### src/rtl/m_cpu_pkg.sv
// Shared CPU definitions used by the fetch stage.
//   XLEN          - datapath width
//   INST_NOP      - canonical no-op encoding (addi x0, x0, 0)
//   fetch_state_e - fetch control states
//   fetch_entry_t - one buffered instruction with its PC
//   align_pc()    - clears the byte-offset bits of a fetch address
package m_cpu_pkg;

  localparam int unsigned XLEN = 32;
  localparam logic [XLEN-1:0] INST_NOP = 32'h0000_0013;

  typedef enum logic [1:0] {
    StIdle,
    StRun,
    StRedir
  } fetch_state_e;

  typedef struct packed {
    logic [XLEN-1:0] pc;
    logic [XLEN-1:0] inst;
  } fetch_entry_t;

  function automatic logic [XLEN-1:0] align_pc(input logic [XLEN-1:0] pc);
    return pc & ~32'h0000_0003;
  endfunction

endpackage

### src/rtl/m_fetch_fifo.sv
// Small instruction buffer between imem response and decode.
//   w_clk, w_rst : clock, async active-high reset
//   push_i       : write entry_i at the tail
//   pop_i        : drop the head entry
//   flush_i      : discard all entries; wins over push_i
//   entry_i      : {pc, inst} to enqueue
//   count_o      : current occupancy (0..DEPTH)
//   head_o       : head entry; only meaningful when count_o != 0
module m_fetch_fifo
  import m_cpu_pkg::*;
#(
  parameter int unsigned DEPTH = 2
) (
  input  logic                     w_clk,
  input  logic                     w_rst,
  input  logic                     push_i,
  input  logic                     pop_i,
  input  logic                     flush_i,
  input  fetch_entry_t             entry_i,
  output logic [$clog2(DEPTH):0]   count_o,
  output fetch_entry_t             head_o
);

  localparam int unsigned AW = $clog2(DEPTH);

  // One extra pointer bit distinguishes full from empty.
  logic [AW:0]  wptr_q, rptr_q;
  fetch_entry_t mem_q [DEPTH];

  always_ff @(posedge w_clk or posedge w_rst) begin
    if (w_rst) begin
      wptr_q <= '0;
      rptr_q <= '0;
    end else if (flush_i) begin
      wptr_q <= '0;
      rptr_q <= '0;
    end else begin
      if (push_i) wptr_q <= wptr_q + 1'b1;
      if (pop_i)  rptr_q <= rptr_q + 1'b1;
    end
  end

  // Storage needs no reset; the consumer masks the head while empty.
  always_ff @(posedge w_clk) begin
    if (push_i && !flush_i) mem_q[wptr_q[AW-1:0]] <= entry_i;
  end

  assign count_o = wptr_q - rptr_q;
  assign head_o  = mem_q[rptr_q[AW-1:0]];

endmodule

### src/rtl/m_fetch.sv
// Instruction-fetch stage: owns the PC, issues reads to a 1-cycle synchronous
// imem, buffers {inst, pc} pairs and hands them to execute over valid/ready.
// Redirects from execute flush the buffer and squash the outstanding read.
//   w_clk, w_rst          : clock, async active-high reset
//   w_imem_req/addr       : read strobe and word address (pc[IMEM_AW+1:2])
//   w_imem_rdata          : read data, one cycle after w_imem_req
//   w_redirect_valid/pc   : new fetch target (byte offset bits ignored)
//   w_inst_valid/inst/pc  : buffered head instruction, zero while empty
//   w_inst_ready          : consumer takes the head this cycle
// Optional: define FETCH_PERF_EN to add saturating counters
//   w_perf_fetched (handshakes) and w_perf_squashed (discarded fetches).
module m_fetch
  import m_cpu_pkg::*;
#(
  parameter logic [31:0] RESET_PC = 32'd0,
  parameter int unsigned IMEM_AW  = 6,
  parameter int unsigned DEPTH    = 2
) (
  input  logic               w_clk,
  input  logic               w_rst,
  output logic               w_imem_req,
  output logic [IMEM_AW-1:0] w_imem_addr,
  input  logic [31:0]        w_imem_rdata,
  input  logic               w_redirect_valid,
  input  logic [31:0]        w_redirect_pc,
  output logic               w_inst_valid,
  output logic [31:0]        w_inst,
  output logic [31:0]        w_inst_pc,
  input  logic               w_inst_ready
`ifdef FETCH_PERF_EN
  ,
  output logic [31:0]        w_perf_fetched,
  output logic [31:0]        w_perf_squashed
`endif
);

  localparam int unsigned CntW = $clog2(DEPTH) + 1;
  localparam logic [CntW:0] DepthOcc = (CntW + 1)'(DEPTH);

  fetch_state_e    state_q;
  logic [XLEN-1:0] pc_q;
  logic            inflight_q;
  logic [XLEN-1:0] inflight_pc_q;

  logic            pop, push, flush, issue;
  logic [CntW-1:0] fifo_count;
  logic [CntW:0]   occ;
  fetch_entry_t    fifo_head;
  fetch_entry_t    fifo_in;

  assign pop   = w_inst_valid & w_inst_ready;
  // A response landing in a redirect cycle belongs to the wrong path.
  assign push  = inflight_q & ~w_redirect_valid;
  assign flush = w_redirect_valid;

  // Occupancy counting the outstanding read and the slot freed this cycle.
  assign occ   = {1'b0, fifo_count} + {{CntW{1'b0}}, inflight_q} - {{CntW{1'b0}}, pop};
  assign issue = (state_q != StIdle) & ~w_redirect_valid & (occ < DepthOcc);

  assign fifo_in = '{pc: inflight_pc_q, inst: w_imem_rdata};

  always_ff @(posedge w_clk or posedge w_rst) begin
    if (w_rst) begin
      state_q       <= StIdle;
      pc_q          <= RESET_PC;
      inflight_q    <= 1'b0;
      inflight_pc_q <= '0;
    end else begin
      unique case (state_q)
        StIdle:  state_q <= StRun;
        StRun:   if (w_redirect_valid) state_q <= StRedir;
        StRedir: state_q <= StRun;
        default: state_q <= StIdle;
      endcase
      // The latest redirect always wins over any sequential advance.
      if (w_redirect_valid) begin
        pc_q <= align_pc(w_redirect_pc);
      end else if (issue) begin
        pc_q <= pc_q + 32'd4;
      end
      inflight_q <= issue;
      if (issue) inflight_pc_q <= pc_q;
    end
  end

  m_fetch_fifo #(
    .DEPTH (DEPTH)
  ) u_fifo (
    .w_clk   (w_clk),
    .w_rst   (w_rst),
    .push_i  (push),
    .pop_i   (pop),
    .flush_i (flush),
    .entry_i (fifo_in),
    .count_o (fifo_count),
    .head_o  (fifo_head)
  );

  assign w_imem_req   = issue;
  assign w_imem_addr  = pc_q[IMEM_AW+1:2];
  assign w_inst_valid = (fifo_count != '0);
  assign w_inst       = w_inst_valid ? fifo_head.inst : '0;
  assign w_inst_pc    = w_inst_valid ? fifo_head.pc : '0;

`ifdef FETCH_PERF_EN
  logic [31:0] perf_fetched_q, perf_squashed_q;
  logic [31:0] squash_delta;
  logic [32:0] squash_sum;

  // Entries still buffered after this cycle's handshake, plus the dropped response.
  always_comb begin
    squash_delta = '0;
    if (flush) begin
      squash_delta = 32'(fifo_count - CntW'(pop)) + 32'(inflight_q);
    end
    squash_sum = {1'b0, perf_squashed_q} + {1'b0, squash_delta};
  end

  always_ff @(posedge w_clk or posedge w_rst) begin
    if (w_rst) begin
      perf_fetched_q  <= '0;
      perf_squashed_q <= '0;
    end else begin
      if (pop && (perf_fetched_q != 32'hFFFF_FFFF)) perf_fetched_q <= perf_fetched_q + 32'd1;
      perf_squashed_q <= squash_sum[32] ? 32'hFFFF_FFFF : squash_sum[31:0];
    end
  end

  assign w_perf_fetched  = perf_fetched_q;
  assign w_perf_squashed = perf_squashed_q;
`endif

endmodule

### config.mk
export PLATFORM = sky130hd
export DESIGN_NAME = m_fetch
export DESIGN_NICKNAME = d
export VERILOG_FILES = /design/src/rtl/m_cpu_pkg.sv /design/src/rtl/m_fetch_fifo.sv /design/src/rtl/m_fetch.sv
export SDC_FILE = /design/constraint.sdc
export NUM_CORES = 1
export LEC_CHECK = 0
export ABC_CLOCK_PERIOD_IN_PS = 5550
export BUFFER_PORTS_ARGS = -buffer_cell sky130_fd_sc_hd__buf_2
export CORE_MARGIN = 3
export CORE_UTILIZATION = 58
export CTS_BUF_LIST = sky130_fd_sc_hd__clkbuf_4 sky130_fd_sc_hd__clkbuf_8
export DETAILED_ROUTE_END_ITERATION = 8
export GPL_ROUTABILITY_DRIVEN = 0
export PLACE_DENSITY = 0.81
export SETUP_SLACK_MARGIN = 0.05
export SYNTH_ARGS = -nofsm -noshare
export SYNTH_HDL_FRONTEND = slang
export SYNTH_SLANG_ARGS = --single-unit
### constraint.sdc
create_clock -name w_clk -period 5.55 [get_ports w_clk]
set_clock_uncertainty 0.2 [all_clocks]
set_input_delay 0.2775 -clock w_clk [delete_from_list [all_inputs] [get_ports w_clk]]
set_output_delay 0.2775 -clock w_clk [all_outputs]
set_load 0.01 [all_outputs]
==> metrics list, run 1 <==
- The run finished with clean final reports.
- Post-detailed-route DRC marker count: 0
* Largest stage delay on the critical path: between 500 and 600 ps
* Remaining antenna violation count after routing: 0
* Antenna diode instance count: 0
- Post-CTS sizing: 0
- In the global route stage, met3 resource usage came out at between 4 and 5%.
* List of cells traversed by the critical path: ha_1, and2_2, inv_1, and2_1, ha_1, nand2b_1, fa_1, xor2_1, xnor2_1, or2_2, clkinv_1, buf_2
* Required @ worst endpoint: between 5000 and 6000 ps
- Net switching is 35.3% of the power.
- Placement Rows: 42
- Fin. max-slew vios: 0
- Number of antenna violations at the first check in global routing: 0
- The total area inside the core boundary comes to around 13000 µm².
* Power share of the combinational group: around a third
* Hold depth: 4
- Netlist area before placement: between 8000 and 9000 µm²
- Number of global-route vias before repair: 5446
* Most used cell, CP: sky130_fd_sc_hd__ha_1
- Category of the critical setup timing path: flip-flop to primary output
* Root buffer selected by CTS: sky130_fd_sc_hd__clkbuf_8
- Along the worst path, the maximum fanout reaches 24.
- Top Usage Layer GRT: met2
- The die covers roughly 15000 µm².
- Fillcell total: 860
- Yosys printed 0 warnings.
* Kind of capture point of the worst setup path: primary output
- Setup total negative slack on the finished layout was measured at 0 ps.
- The worst pin sits at a relative slew slack of between 20% and 30%.
- Nets: between 900 and 1000
- Bufs on Longest Clock Path: 2
- The library cell used most frequently in the layout, excluding fill and tap cells, is sky130_fd_sc_hd__buf_2.
* Commonest non-fill, non-tap cells in the layout: sky130_fd_sc_hd__buf_2, sky130_fd_sc_hd__edfxtp_1, sky130_fd_sc_hd__nand2_1
- Hold Worst Slack: 37.9 ps
- Worst reg2reg setup slack: between 1000 and 1500 ps
- In this run, synthesis inferred 124 flip-flops with an integrated enable.
* Switching Power: approximately 1.6 mW
* Count of mapped cells out of synthesis: about 650
* Post-DR wirelength/cell: between 15 and 20 µm
- The H-tree generated during clock tree synthesis spans 4 levels.
* Power Density: roughly 470 nW/µm²
- Detailed routing inserted a total of 5656 vias.
* Static power due to leakage: ~4.0 nW
- Global routing consumed, over all layers together, about 23% of the routing resources.
* FF+latch area: between 5000 and 6000 µm²
- Setup violations, final: 0
- In this run the count of I/O pins placed on the die edge is 140.
- After the first detailed-routing iteration, the DRC count stood at 597.
- Buffers inserted during clock tree synthesis total 17.
- Yosys reg bits: between 150 and 200
- Entering global routing, the biggest net connects 73 pins.
* Beginning of the worst hold path: w_inst_ready
- Cells fill between 70% and 80% of the core in the end.
- Derived from the worst setup path, the maximum achievable clock frequency is 212 MHz.
- Initial Utilization: between 60% and 70%
* Fin. Hold Viols: 0
- Share of synthesized area occupied by flip-flops and latches: between 60% and 70%
- Registers are responsible for between 40% and 50% of the overall power.
- Area growth, synth to finish: 23.2%
- The startpoint identified for the worst register-to-register timing path is u_fifo.rptr_q[0].
- The clock network burns a little over a fifth of the power.
- Final critical-path share of the clock period: a little over four fifths
- Detailed placement HPWL: between 10000 and 15000 µm
- The total overflow left after global routing is 0.
- Max-cap viol count: 0
- Clock-pin slew reported for the worst setup and hold paths after clock tree synthesis: roughly 80 ps
- Capture endpoint of the worst hold path: u_fifo.rptr_q[1]
* Sink count of the clock tree: 191
- The internal portion of the total power is between 2 and 3 mW.
- Main synth FF type: sky130_fd_sc_hd__edfxtp_1
- Final wirelength: roughly 17000 µm
* Clock latency reported for the late side of the worst-skew pair: roughly 440 ps
* Ratio of cells with drive above 1 in the final layout: 22.3%
- Counting cells, the worst reg-to-reg path comes to 14.
* Tightest Pin Transition: between 1000 and 1500 ps
- Worst flop-to-flop path endpoint: pc_q[23]
- In the global route stage, met1 resource usage came out at roughly 30%.
* Number of detailed-route iterations in the first pass: 5
- Distinct cell type count of the synthesized netlist: between 40 and 50
- For this run, asynchronously set or reset flops after synthesis account for roughly a third.
* Vias per cell: between 5 and 6
- From left edge to right edge, the die measures about 120 µm.
- TritonCTS built the clock tree.
* RSZ-0062 raised after global routing: false
* Class of the tightest hold or removal check: input pin to flip-flop
- Summing internal, switching and leakage power gives 4.62 mW.
- VDD IR max: approximately 280 µV
* Critical Path AT: ~4200 ps
- Post-synthesis average cell area: 12.4 µm²
* CP Launch Type: flip-flop
- For this design, the slowest cell found on the critical path is sky130_fd_sc_hd__clkinv_1.
- The first global-routing pass estimated between 20000 and 30000 µm of wire.
* Number of input and output port buffers inserted: between 100 and 150
- Shortest period the worst path allows: between 4000 and 5000 ps
* Global routing usage on met2: roughly 38%
- Area of the multi-input gates: ~2400 µm²
- The floorplan step set the die height to ~120 µm.
[per-stage QoR]
step                      instance area (µm²)  worst slack, ps  std cells
after global routing                     9930              597       1022
after global placement                   8840             1260        927
final                                    9930              837       1022
after floorplan                          8070             1530        650
after detailed placement                 8840             1120        927
after CTS                                9930              819       1022
[worst max-delay path, delay by kind of cell, from the launching register on]
kind,cells,cell delay [ps]
AND/OR/NAND/NOR,4,730
XOR/XNOR,2,620
flip-flops,1,480
buffers and inverters,3,1000
adder cells (fa/ha/maj),3,950
[layer usage]
metal | share of wire, % | vias up
met2 | 49 | 204
met3 | 6.6 | 18
li1 | - | 2695
met1 | 43 | 2739
met5 | 0 | -
met4 | 1.4 | 0
[state kept, by name (all words and copies together) (netlist names)]
register       count
u_fifo.rptr_q      2
state_q            2
pc_q              30
inflight_q         1
u_fifo.wptr_q      2
u_fifo.mem_q     124
inflight_pc_q     30
[timing repair]
item                      in CTS  in global routing
setup buffers                  0                  0
hold endpoints to repair     161                  0
hold buffers                  63                  0
[layout make-up]
type | count | share of cell area, %
Clock inverter | 9 | 1.55
Clock buffer | 23 | 3.06
Inverter | 11 | 0.416
Sequential cell | 191 | 54.4
Timing Repair Buffer | 207 | 13.8
Multi-Input combinational cell | 405 | 24.5
Tap cell | 176 | 2.22
[cell usage after synthesis (4+ instances only)]
master	number	area (µm²)
sky130_fd_sc_hd__o41ai_1	5	43.8
sky130_fd_sc_hd__nor2_1	77	289
sky130_fd_sc_hd__and2_1	6	37.5
sky130_fd_sc_hd__nor3b_1	4	30.0
sky130_fd_sc_hd__xnor2_1	9	78.8
sky130_fd_sc_hd__nand2_1	105	394
sky130_fd_sc_hd__or4_1	5	37.5
sky130_fd_sc_hd__dfrtp_1	67	1680
sky130_fd_sc_hd__buf_1	9	33.8
sky130_fd_sc_hd__clkbuf_1	23	86.3
sky130_fd_sc_hd__mux2i_1	62	621
sky130_fd_sc_hd__a221o_1	7	70.1
sky130_fd_sc_hd__nor4_1	5	31.3
sky130_fd_sc_hd__nand3_1	17	85.1
sky130_fd_sc_hd__nand4_1	8	50.1
sky130_fd_sc_hd__a21o_1	8	60.1
sky130_fd_sc_hd__nor3_1	12	60.1
sky130_fd_sc_hd__o211ai_1	6	45.0
sky130_fd_sc_hd__inv_1	9	33.8
sky130_fd_sc_hd__edfxtp_1	124	3720
sky130_fd_sc_hd__o21ai_0	28	140
sky130_fd_sc_hd__buf_4	8	60.1
[kinds of logic after synthesis]
family,Yosys count,synth area share [%]
AND/OR/NAND/NOR,252,14.0
XOR/XNOR,12,1.30
adder cells (fa/ha/maj),4,0.714
buffers and inverters,54,2.93
multiplexers,62,7.70
AO/OA/AOI/OAI,73,6.35
flip-flops,191,67.0
other,1,0.0465
[worst max-delay path by stage]
stage / from / to / slack [ps] / cells after the start
floorplan: u_fifo.wptr_q[1] / inflight_pc_q[20] / 1530 / 17
global placement: u_fifo.rptr_q[0] / pc_q[23] / 1260 / 14
detailed placement: u_fifo.rptr_q[0] / pc_q[23] / 1120 / 14
CTS: u_fifo.rptr_q[0] / w_imem_req / 820 / 12
global route: u_fifo.rptr_q[0] / w_imem_req / 600 / 12
finish: u_fifo.rptr_q[0] / w_imem_req / 840 / 12
[power groups by stage]
| stage | Sequential, mW | Combinational (mW) | Clock [mW] |
|---|---|---|---|
| 6_report | 2.15 | 1.47 | 1.00 |
| 5_1_grt | 2.19 | 1.64 | 1.08 |
| 4_1_cts | 2.14 | 1.47 | 1.02 |
| 3_5_place_dp | 2.18 | 1.42 | 0 |
| 3_3_place_gp | 2.15 | 1.38 | 0 |
| 2_1_floorplan | 2.08 | 1.02 | 0 |
No activity file was read; power rests on OpenSTA's default activity.
==> run 2: changes to the inputs <==
- ABC_CLOCK_PERIOD_IN_PS: 5550 -> 4370
- clock period: 5.55 -> 4.37 ns (I/O delays scaled with it)
==> metrics list, run 2 (synthesis results as in run 1) <==
* Most common cell after layout, fill and taps aside: sky130_fd_sc_hd__buf_2
- The switching power of the nets was 2.10 mW (+29%).
* Top Usage Layer GRT: met2
- The register cell area after layout came to 5400 µm² (unchanged).
* Hold Worst Slack: 136 ps (+98.3 ps)
- Shortest period the worst path allows: ~4100 ps
* Iter 0 DRT Violations: 643 (+7.7%)
* Core box area: 13400 µm² (unchanged)
* Kind of capture point of the worst setup path: primary output
* Overall die area: 15400 µm² (unchanged)
- Antenna diode instance count: 0 (unchanged)
- The endpoint identified for the worst register-to-register timing path is pc_q[16].
- The sequential share of power came to 47.3% (+0.8 points).
- In this run the most critical hold path is launched from w_redirect_valid.
- The clock network latency to the later pin of the worst-skew pair came to 450 ps (about the same).
* Bufs on Longest Clock Path: 2 (unchanged)
- The worst path uses 94.6% of the clock period.
* Maximum level of the CTS H-tree: 4 (unchanged)
* Flip-flop count of the largest register after layout: 124 (unchanged)
- The required time of the critical path is 3950 ps (-1120 ps).
- Number of detailed-route iterations in the first pass: 5 (unchanged)
* Clock tree from TritonCTS: yes
- The CTS buffer count came to 17 (unchanged).
- Vertical die dimension: 124 µm (unchanged)
- The area used by multi-input combinational logic came to 2440 µm² (+0.41%).
- The detail-routed net length per standard cell is 16.8 µm (+0.74%).
* Class of the tightest hold or removal check: input pin to flip-flop
- The tightest slew margin relative to the limit is 27.0% (+1.7 points).
- The count of endpoints failing hold in the final timing report was 0 (unchanged).
* Final wirelength: 17200 µm (+1.1%)
- Leaving out fill and tap cells, the most frequent cells in the layout are sky130_fd_sc_hd__buf_2, sky130_fd_sc_hd__edfxtp_1, sky130_fd_sc_hd__nand2_1.
- The total number of placement rows was 42 (unchanged).
- STA classifies the critical path startpoint as a flip-flop.
* Overall fraction of global-route tracks in use: 23.2% (+0.45 points)
* # IOs: 140 (unchanged)
- In this run the critical register-to-register path is launched from u_fifo.rptr_q[0].
- Vias per cell: 5.50 (-0.57%)
- Status: completed
- VDD IR max: 388 µV (+38%)
- Setup Total Neg Slack: 0 ps (unchanged)
- Overall overflow remaining after global route: 0 (unchanged)
- The flop-to-flop setup slack is 490 ps (-600 ps).
* Fraction of met3 tracks used by global routing: 5.09% (+0.68 points)
* Achievable clock frequency: 242 MHz
* Power share of the combinational group: 33.0% (+1.2 points)
- Number of global-route vias before repair: 5487 (+0.75%)
- The met2 usage in global routing is 38.3% (-0.20 points).
- The number of clock sinks seen by CTS was 191 (unchanged).
* Pin count of the biggest net entering global routing: 65 (-11%)
- Sw Ratio: 36.4% (+1.1 points)
- The leakage power total was 4.03 nW (about the same).
- Post-route total power: 5.78 mW (+25%)
* Category of the critical setup timing path: flip-flop to primary output
* Worst-case reg-to-reg path depth: 14 (unchanged)
- The arrival time reported for the critical path endpoint is 3710 ps (-530 ps).
* Number of antenna violations at the first check in global routing: 0 (unchanged)
- Max-cap viol count: 0 (unchanged)
- Tightest Pin Transition: 1100 ps (-25.2 ps)
- Nets: 909 (+0.44%)
- The clock-pin slew of the registers on the worst-case setup and hold paths is 90 ps (about the same).
* Remaining antenna violation count after routing: 0 (unchanged)
* Setup violations, final: 0 (unchanged)
- The global routing usage on met1 was 31.0% (+1.1 points).
- The share of layout cells above drive strength 1 came to 22.7% (+0.37 points).
- First-pass GRT wire length: 27000 µm (+0.59%)
- The via count is 5646 (-0.18%).
* Post-detailed-route DRC marker count: 0 (unchanged)
* Root buffer selected by CTS: sky130_fd_sc_hd__clkbuf_8
* Initial Utilization: 60.2% (unchanged)
- Relative to the synthesized area, the layout overhead comes to 23.0%.
- Power Density: 583 nW/µm² (+25%)
- The power share of the clock group was 19.7% (-2.0 points).
* Placement Cell Area: 8860 µm² (+0.25%)
- The width of the chip came to 124 µm (unchanged).
- Setup repair after global routing left no endpoint under its margin.
- Worst setup path endpoint: w_imem_req
* Fin. max-slew vios: 0 (unchanged)
- Internal power: 3.68 mW (+23%)
* Startpoint of the most critical setup path: u_fifo.rptr_q[0]
- The number of buffers inserted by port buffering came to 135 (unchanged).
- The count of fill cells added during filler insertion is 876 (+1.9%).
- The summed area of non-filler cells in the final layout is 9920 µm² (-0.14%).
- The half-perimeter wire length of the detailed placement result was 10900 µm (+4.8%).
* Critical path peak fanout: 29 (+21%)
-- run 2: through the flow --
stage | std cells | util (%) | setup slack (ps)
2_1_floorplan | 650 | - | 348
3_3_place_gp | 930 | 66.2 | 450
3_5_place_dp | 930 | 66.2 | 378
5_1_grt | 1026 | 74.0 | 49.3
4_1_cts | 1026 | 73.9 | 124
6_report | 1026 | 74.0 | 237
-- run 2: final cells by class --
class	count	share of cell area [%]
clock buffer	20	2.65
clock inverter	12	1.36
inverter	11	0.416
multi-input combinational	405	24.6
sequential	191	54.5
tap	176	2.22
timing repair buffer	211	14.2
-- run 2: worst min-delay path by stage --
stage / endpoint / cells after the start
4_1_cts: u_fifo.wptr_q[0] / 2
3_3_place_gp: inflight_pc_q[25] / 2
3_5_place_dp: pc_q[26] / 2
6_report: u_fifo.wptr_q[0] / 2
2_1_floorplan: u_fifo.mem_q[0][0] / 0
5_1_grt: u_fifo.wptr_q[0] / 2
-- run 2: power by group through the flow --
stage	Combinational, mW	Clock [mW]	Sequential (mW)
2_1_floorplan	1.30	0	2.65
3_3_place_gp	1.79	0	2.73
3_5_place_dp	1.85	0	2.77
4_1_cts	1.91	1.16	2.73
5_1_grt	2.14	1.24	2.79
6_report	1.91	1.14	2.74
-- run 2: critical path, stage by stage (launching register included) --
cell	delay (ps)
sky130_fd_sc_hd__dfrtp_4	480
sky130_fd_sc_hd__ha_1	320
sky130_fd_sc_hd__and2_2	180
sky130_fd_sc_hd__inv_1	80
sky130_fd_sc_hd__and2_1	180
sky130_fd_sc_hd__ha_1	240
sky130_fd_sc_hd__nand2b_1	150
sky130_fd_sc_hd__fa_1	490
sky130_fd_sc_hd__o211ai_1	220
sky130_fd_sc_hd__or2_4	400
sky130_fd_sc_hd__clkinv_1	100
sky130_fd_sc_hd__buf_6	230
sky130_fd_sc_hd__buf_2	180
-- run 2: timing repair --
action | CTS | global route
endpoints found under the hold margin | 129 | 0
resized for setup | 1 | 2
endpoints found under the setup margin | 1 | 1
hold buffers | 64 | 0
buffers inserted | 0 | 0
pin swaps | 0 | 1
-- run 2: metal layers --
metal  up-vias  share of wire (%)
met4         0                1.3
met5         -                  0
met1      2716                 42
met3        17                7.3
met2       221                 49
li1       2692                  -
